--- src/rtl/msg_tx_seq_pkg.sv ---
// Shared definitions for the message transmit sequencer: default marker byte,
// state encoding and the coder-accept edge helper. Optional checksum: MSG_TX_CSUM_EN.
package msg_tx_seq_pkg;

    localparam logic [7:0] MARKER_MASTER = 8'h7E;

    typedef enum logic [2:0] {
        S_IDLE    = 3'd0,
        S_MARKER  = 3'd1,
        S_FLAG    = 3'd2,
        S_PAYLOAD = 3'd3,
        S_CSUM    = 3'd4,
        S_DONE    = 3'd5
    } state_t;

    // The coder signals acceptance of a byte by the rising edge of its busy line.
    function automatic logic acc_edge(input logic busy_now, input logic busy_prev);
        return busy_now & ~busy_prev;
    endfunction

    function automatic logic is_send_state(input state_t s);
        return (s == S_MARKER) || (s == S_FLAG) || (s == S_PAYLOAD) || (s == S_CSUM);
    endfunction

endpackage

--- src/rtl/prio_arb_onehot.sv ---
// Fixed-priority picker: lowest-index set request wins; one-hot grant plus its index.
module prio_arb_onehot #(
    parameter int N_REQ = 3,
    parameter int IDX_W = (N_REQ > 1) ? $clog2(N_REQ) : 1
) (
    input  logic [N_REQ-1:0] req,
    output logic [N_REQ-1:0] gnt,
    output logic [IDX_W-1:0] idx,
    output logic             any
);

    // NOTE: every output gets a default before the loop so no latch is inferred.
    always_comb begin
        gnt = '0;
        idx = '0;
        for (int i = N_REQ - 1; i >= 0; i--) begin
            if (req[i]) begin
                gnt = N_REQ'(1) << i;
                idx = IDX_W'(i);
            end
        end
    end

    assign any = |req;

endmodule

--- src/rtl/msg_tx_seq.sv ---
// Master-side message transmit sequencer: marker, flag, 0..2^LEN_W-1 payload bytes,
// plus a trailing XOR checksum byte when MSG_TX_CSUM_EN is defined.
module msg_tx_seq
    import msg_tx_seq_pkg::*;
#(
    parameter int         N_REQ  = 3,
    parameter int         LEN_W  = 4,
    parameter logic [7:0] MARKER = MARKER_MASTER
) (
    input  logic                   clk,
    input  logic                   rst_n,
    input  logic [N_REQ-1:0]       req,
    input  logic [8*N_REQ-1:0]     req_flag,
    input  logic [LEN_W*N_REQ-1:0] req_len,
    input  logic [7:0]             pl_data,
    output logic                   pl_rd,
    input  logic                   cd_busy,
    output logic [7:0]             q,
    output logic                   q_rdy,
    output logic                   msg_end,
    output logic [N_REQ-1:0]       grant,
    output logic                   busy
);

    localparam int IDX_W = (N_REQ > 1) ? $clog2(N_REQ) : 1;

`ifdef MSG_TX_CSUM_EN
    localparam state_t TAIL_STATE = S_CSUM;
    logic [7:0] csum_r;
`else
    localparam state_t TAIL_STATE = S_DONE;
`endif

    state_t           state;
    logic             cd_busy_d;
    logic [7:0]       flag_r;
    logic [LEN_W-1:0] cnt;
    logic             acc;
    logic [N_REQ-1:0] arb_gnt;
    logic [IDX_W-1:0] arb_idx;
    logic             arb_any;
    logic [7:0]       sel_flag;
    logic [LEN_W-1:0] sel_len;

    prio_arb_onehot #(.N_REQ(N_REQ), .IDX_W(IDX_W)) u_arb (
        .req (req),
        .gnt (arb_gnt),
        .idx (arb_idx),
        .any (arb_any)
    );

    assign sel_flag = req_flag[8*int'(arb_idx) +: 8];
    assign sel_len  = req_len[LEN_W*int'(arb_idx) +: LEN_W];
    assign acc      = acc_edge(cd_busy, cd_busy_d);
    // Held low one cycle after busy falls so the coder sees a clean idle gap.
    assign q_rdy    = is_send_state(state) & ~cd_busy & ~cd_busy_d;

    always_comb begin
        q = 8'h00;
        case (state)
            S_MARKER:  q = MARKER;
            S_FLAG:    q = flag_r;
            S_PAYLOAD: q = pl_data;
`ifdef MSG_TX_CSUM_EN
            S_CSUM:    q = csum_r;
`endif
            default:   q = 8'h00;
        endcase
    end

    // NOTE: sequential state uses non-blocking assignments so all registers update together.
    always_ff @(posedge clk) begin
        if (!rst_n) begin
            state     <= S_IDLE;
            grant     <= '0;
            busy      <= 1'b0;
            msg_end   <= 1'b0;
            pl_rd     <= 1'b0;
            cd_busy_d <= 1'b0;
            flag_r    <= 8'h00;
            cnt       <= '0;
`ifdef MSG_TX_CSUM_EN
            csum_r    <= 8'h00;
`endif
        end else begin
            cd_busy_d <= cd_busy;
            msg_end   <= 1'b0;
            pl_rd     <= 1'b0;
            case (state)
                S_IDLE: begin
                    // The msg_end cycle itself never grants: enforces one idle gap.
                    if (arb_any && !msg_end) begin
                        grant  <= arb_gnt;
                        busy   <= 1'b1;
                        flag_r <= sel_flag;
                        cnt    <= sel_len;
`ifdef MSG_TX_CSUM_EN
                        csum_r <= sel_flag;
`endif
                        state  <= S_MARKER;
                    end
                end
                S_MARKER: if (acc) state <= S_FLAG;
                S_FLAG:   if (acc) state <= (cnt != '0) ? S_PAYLOAD : TAIL_STATE;
                S_PAYLOAD: begin
                    if (acc) begin
                        pl_rd <= 1'b1;
                        cnt   <= cnt - LEN_W'(1);
`ifdef MSG_TX_CSUM_EN
                        csum_r <= csum_r ^ pl_data;
`endif
                        if (cnt == LEN_W'(1)) state <= TAIL_STATE;
                    end
                end
`ifdef MSG_TX_CSUM_EN
                S_CSUM: if (acc) state <= S_DONE;
`endif
                S_DONE: begin
                    if (!cd_busy && !cd_busy_d) begin
                        msg_end <= 1'b1;
                        grant   <= '0;
                        busy    <= 1'b0;
                        state   <= S_IDLE;
                    end
                end
                default: state <= S_IDLE;
            endcase
        end
    end

endmodule

--- config.mk ---
export PLATFORM = sky130hd
export DESIGN_NAME = msg_tx_seq
export DESIGN_NICKNAME = d
export VERILOG_FILES = /design/src/rtl/msg_tx_seq_pkg.sv /design/src/rtl/prio_arb_onehot.sv /design/src/rtl/msg_tx_seq.sv
export SDC_FILE = /design/constraint.sdc
export NUM_CORES = 1
export LEC_CHECK = 0
export BUFFER_PORTS_ARGS = -buffer_cell sky130_fd_sc_hd__buf_4
export CORE_AREA = 3 3 81 83
export DETAILED_ROUTE_END_ITERATION = 7
export DIE_AREA = 0 0 84 86
export HOLD_SLACK_MARGIN = 0.1
export PLACE_DENSITY = 0.57
export SLEW_MARGIN = 20
export SYNTH_ARGS = -nofsm -noshare
export SYNTH_HDL_FRONTEND = slang
export SYNTH_SLANG_ARGS = --single-unit
--- constraint.sdc ---
create_clock -name clk -period 2.45 [get_ports clk]
set_clock_uncertainty 0.2 [all_clocks]
set_input_delay 0.49 -clock clk [delete_from_list [all_inputs] [get_ports clk]]
set_output_delay 0.49 -clock clk [all_outputs]
set_load 0.01 [all_outputs]
==> Word-level counts from Yosys, hierarchy flattened <==
Cells that the tools add are included.
Widths: inputs -> output; s select.
{ "word_totals": {"ff_bits": 22, "output_inout_bits": 15, "wordCells": 72} }
{ "classes": {"n_eq_ne": 12, "shifts": 2, "n_reduce_logical": 19, "addsub": 1, "bitwise_logic": 5, "mux": 25} }
{ "ops": {"columns": ["op", "n"], "rows": [
  ["$mux 3", 11],
  ["$pmux 8 s3", 1],
  ["$shiftx 24x6->8", 1],
  ["$pmux 3 s5", 1],
  ["$shiftx 12x5->4", 1],
  ["$ne 2x2->1 const B", 5],
  ["$mux 4", 2],
  ["$pmux 4 s2", 1],
  ["$eq 3x2->1 const B", 2],
  ["$eq 3x3->1 const B", 2],
  ["$mux 2", 3],
  ["$pmux 3 s2", 1],
  ["$reduce_and 2->1", 3],
  ["$reduce_and 3->1", 2],
  ["$reduce_and 6->1", 1],
  ["$eq 4x1->1 const B", 1],
  ["$mux 1", 4],
  ["$reduce_bool 2->1", 2],
  ["$reduce_bool 4->1", 1],
  ["$sub 4x1->4 const B", 1],
  ["$and 1x1->1", 3],
  ["$eq 3x1->1 const B", 1],
  ["$logic_not 1->1", 3],
  ["$logic_not 3->1", 1],
  ["other kinds (6)", 10]
]} }

==> Depth between registers and ports, before layout <==
{ "depth": {"depth_word": 6, "ltp_mapped": 7} }

==> Modules after synthesis <==
From an unflattened synthesis, not the netlist that was laid out.
{ "unflattened": {"hier_cells": 174, "area_unflattened_um2": 1392.6} }
{ "modules_own_cells": {"columns": ["mod", "n_inst", "seq_area_each_um2", "cells_per_inst", "area_each_um2"], "rows": [
  ["msg_tx_seq", 1, 440.4, 168, 1350.0],
  ["prio_arb_onehot", 1, 0.0, 6, 42.5]
]} }

==> Least setup slack after synthesis <==
OpenSTA, ideal clock, no wires.
{ "synth_timing": {"path_type": "input -> register", "start": "in req[2]", "end": "reg flag_r[1]", "slack_ns": 0.514, "path_stages": 7, "setup_time_ns": 0.123, "n_path_buf": 3, "arrival_ns": 1.614, "path_cell_list": "buf_2 nor3_1 or4_1 buf_2 buf_6 a21oi_1 a21oi_1"} }
{ "synth_via": {"elab_chain_cells": 4, "elab_cells_between_ends": 7, "classes_between": "shift (1); mux (3); reduce/logical (3)"} }
{ "synth_rtl": {"columns": ["element", "line_no", "rtl"], "rows": [
  ["start, declared", "msg_tx_seq.sv:12", "input logic [N_REQ-1:0] req,"],
  ["$mux 2 (3 in a row)", "prio_arb_onehot.sv:17", "if (req[i]) begin"],
  ["$shiftx 24x6->8", "msg_tx_seq.sv:52", "assign sel_flag = req_flag[8*int'(arb_idx) +: 8];"],
  ["end signal, assigned", "msg_tx_seq.sv:95", "flag_r <= sel_flag;"],
  ["end, declared", "msg_tx_seq.sv:36", "logic [7:0] flag_r;"]
]} }
Several ways; a longest one is shown, not always the timed one.
A chain may end at the register's enable or synchronous reset.

==> Worst setup path after layout <==
{ "layout_timing": {"start": "reg state[1]", "end": "out q[4]"} }
{ "layout_via": {"elab_chain_cells": 2, "elab_cells_between_ends": 4, "classes_between": "eq/ne (3); mux (1)"} }
{ "layout_rtl": {"columns": ["element", "line_no", "rtl"], "rows": [
  ["start, declared", "msg_tx_seq.sv:34", "state_t state;"],
  ["start signal, assigned", "msg_tx_seq.sv:104", "S_FLAG: if (acc) state <= (cnt != '0) ? S_PAYLOAD : TAIL_STATE;"],
  ["$eq 3x2->1 or $eq 3x1->1 (tied branches)", "msg_tx_seq.sv:60", "case (state)"],
  ["$pmux 8 s3 *", "msg_tx_seq.sv:60", null],
  ["end, declared", "msg_tx_seq.sv:18", "output logic [7:0] q,"]
]} }
Mark *: on every way between the ends. The rest lies on a longest branch, timed or not.

==> flow_summary.json <==
{
  "synth_area_leader_cell": "sky130_fd_sc_hd__dfxtp_1",
  "report.final.setup_viol": 0,
  "chipHeight_microns": 86,
  "final_layout_size_suffix_gt1_share_pct": 31.52,
  "vdd.ir_drop.worst_mv": 0.4184,
  "placeable_area_sq_um": 5921,
  "synth-warning-count": 0,
  "synth.top_cell.area_share_pct": 30.03,
  "post_synth_main_area_contributors": "sky130_fd_sc_hd__dfxtp_1, sky130_fd_sc_hd__a21oi_1, sky130_fd_sc_hd__o21ai_0",
  "initial_core_util_pct": 24.77,
  "ff2ff_setup_slack_ps": 490,
  "postSynth.topFlopCell": "sky130_fd_sc_hd__dfxtp_1",
  "hold_path.class": "in -> reg",
  "clock_power_share_pct": 17.1,
  "pin_count_of_the_biggest_net_entering_global_routing": 21,
  "crit_required_ps": 1760,
  "num_io_pins": 65,
  "final_gp_congestion": 0.7902,
  "fmaxAchievable_mhz": 435.5,
  "clock_sinks": 22,
  "result_of_the_run": "finished clean",
  "io_buffers": 64,
  "first_global_vias": 1624,
  "sequential_share_of_power_pct": 31.3,
  "grt_setup_unrepaired": "no",
  "final_max_slew_viols": 0,
  "cts.reportedPaths.clkPinSlew_ps": 80,
  "static-leakage-power_uw": 0.0008844,
  "antennaDiodeCount": 0,
  "clock_tree.buffer_depth": 2,
  "internal_power_uw": 1213,
  "fin_crit_ps": 2296,
  "maxSlewHeadroom_pct": 64.68,
  "route.detailed.vias_per_inst": 4.967,
  "synthesis.area_sq_um": 1466,
  "cts_setup_buffers": 0,
  "clock_latency_late_sink_ps": 270,
  "overall_die_width_microns": 84,
  "floorplan.die_area_sq_um": 7224,
  "grt_util_met2_pct": 22.70,
  "tritoncts": "yes",
  "globalRoute.busiestLayer": "met2",
  "finalWirelength_microns": 4712,
  "avgRoutedWirePerCell_microns": 14.19,
  "antenna_left": 0,
  "worstMarginPinSlew_ps": 526.6,
  "grt_use_met1_pct": 15.36,
  "finish.utilization_pct": 35.50,
  "post-dp-hpwl_microns": 3669,
  "netSwitchingFraction_pct": 40.09,
  "p_comb_share_pct": 51.6,
  "cts_h_tree_depth": 1,
  "route.vias.total": 1649,
  "critical_path_class": "reg -> out",
  "finalCritPeriodShare_pct": 93.72,
  "postCtsHoldBufs": 0,
  "worst_setup_start_kind": "register",
  "drt_pass1_iterations": 4,
  "timing_hold_violations_final": 0,
  "synthToLayoutAreaGrowth_pct": 43.35,
  "postSynthAreaPerCell_sq_um": 7.520,
  "drc": 0,
  "setup_total_negative_slack_ps": 0,
  "synth_edf_count": 0,
  "synth_fp_nets": 247,
  "grt_util_met3_pct": 2.882,
  "synth.yosys.seq_area_share_pct": 30.03,
  "synth.distinct_cells": 47,
  "synth_cells": 195,
  "synth_async_sr_flop_share_pct": 0,
  "grt-ovfl-total": 0,
  "cap_violations": 0,
  "netSwitchingPower_uw": 811.4,
  "critical_path.endpoint_type": "primary output",
  "ctsRootBufferMaster": "sky130_fd_sc_hd__clkbuf_8",
  "globalRouteTotalUtil_pct": 12.56,
  "rows": 28,
  "final_nets": 310,
  "critPathMaxFanout": 10,
  "drtIter0Drc": 57,
  "critPathArrivalTime_ps": 1610,
  "yosys_register_bits": 22,
  "first_pass_grt_wire_length_microns": 7465,
  "pwr_density_cell_nw_per_um2": 962.9,
  "numCtsBuffers": 3,
  "grt_antenna_before_repair": 0
}
## critical path, cell delays in order, from the launching register on
cell,delay [ps]
sky130_fd_sc_hd__dfxtp_1,520
sky130_fd_sc_hd__inv_1,110
sky130_fd_sc_hd__nor2_1,290
sky130_fd_sc_hd__nand2_1,100
sky130_fd_sc_hd__a21oi_1,180
sky130_fd_sc_hd__buf_4,150
## cell families after synthesis
kind of cell	count (synthesis)	synth area share (%)
AOI/OAI and AO/OA	84	36.86
xor gates and xnor gates	2	1.195
adders and majority gates	2	1.706
buffers and inverters	22	7.166
DFF	22	30.03
muxes	2	1.365
and+or+nand+nor	61	21.67
## layout make-up
type / count / area [sq um]
multi-input combinational: 151 / 920.9
sequential: 22 / 441.7
fill: 612 / 3819
tap: 75 / 93.84
clock buffer: 3 / 41.29
timing repair buffer: 73 / 548.0
inverter: 7 / 26.28
clock inverter: 1 / 30.03
## per-layer routing
layer | wire length (microns) | vias up
li1 | - | 848
met1 | 2145 | 750
met2 | 2327 | 47
met3 | 204 | 4
met4 | 35 | 0
met5 | 0 | -
## cells in the mapped netlist, drive strengths merged (2+ instances only)
cell	count
inv	6
nor3b	3
or4	2
a211oi	4
nor4	2
nor2b	3
a22oi	8
dfxtp	22
clkbuf	6
buf	9
o22ai	3
nor2	15
nand3	6
a22o	8
nand2b	6
nor3	3
a21oi	31
mux2i	2
ha	2
nand2	14
o32ai	2
o21ai	18
## flip-flops by register name, summed over array words and instances, names as in the netlist
register   cells
busy           1
cd_busy_d      1
cnt            4
flag_r         8
grant          3
msg_end        1
pl_rd          1
state          3
## power groups by stage
stage / Combinational, uW / Sequential, uW / Clock [uW]
after global routing: 1170 / 654 / 363
after CTS: 1050 / 632 / 352
after global placement: 1040 / 640 / 0
after detailed placement: 1050 / 640 / 0
after floorplan: 752 / 547 / 0
final: 1050 / 633 / 346
## metrics by stage
| stage | std cells | hold WS (ps) | power (uW) | area, sq um | setup slack [ps] |
|---|---|---|---|---|---|
| CTS | 332 | 263.2 | 2037 | 2101 | 142.1 |
| detailed placement | 328 | 292.3 | 1686 | 2029 | 401.4 |
| global placement | 328 | 288.0 | 1678 | 2029 | 417.7 |
| global route | 332 | 272.7 | 2184 | 2102 | 0.9091 |
| finish | 332 | 264.7 | 2024 | 2102 | 153.9 |
| floorplan | 195 | 264.7 | 1300 | 1466 | 513.9 |
## what timing repair did
action | 4_1_cts | 5_1_grt
setup endpoints to repair | 0 | 1
endpoints found under the hold margin | 0 | 0
resized for setup | 0 | 1
## cell usage in the layout (no fill, tap or decap), drive strengths merged, types with 2 or more instances in the layout
cell type / count
inv: 6
o32ai: 2
dfxtp: 22
o22ai: 3
nand2b: 6
a22o: 8
ha: 2
nor2: 15
a21oi: 31
nand2: 14
nand3: 6
buf: 73
a211oi: 4
nor3: 3
mux2i: 2
nor4: 2
o21ai: 18
clkbuf: 3
a22oi: 8
or4: 2
nor3b: 3
nor2b: 3
## final timing paths
path / startpoint / end / cells past startpoint
min reg2reg: grant[1] / grant[1] / 2
max: state[1] / q[4] / 5
min: cd_busy / cd_busy_d / 2
max reg2reg: state[1] / flag_r[0] / 5
Note: power is estimated with default switching activity, not from simulation.
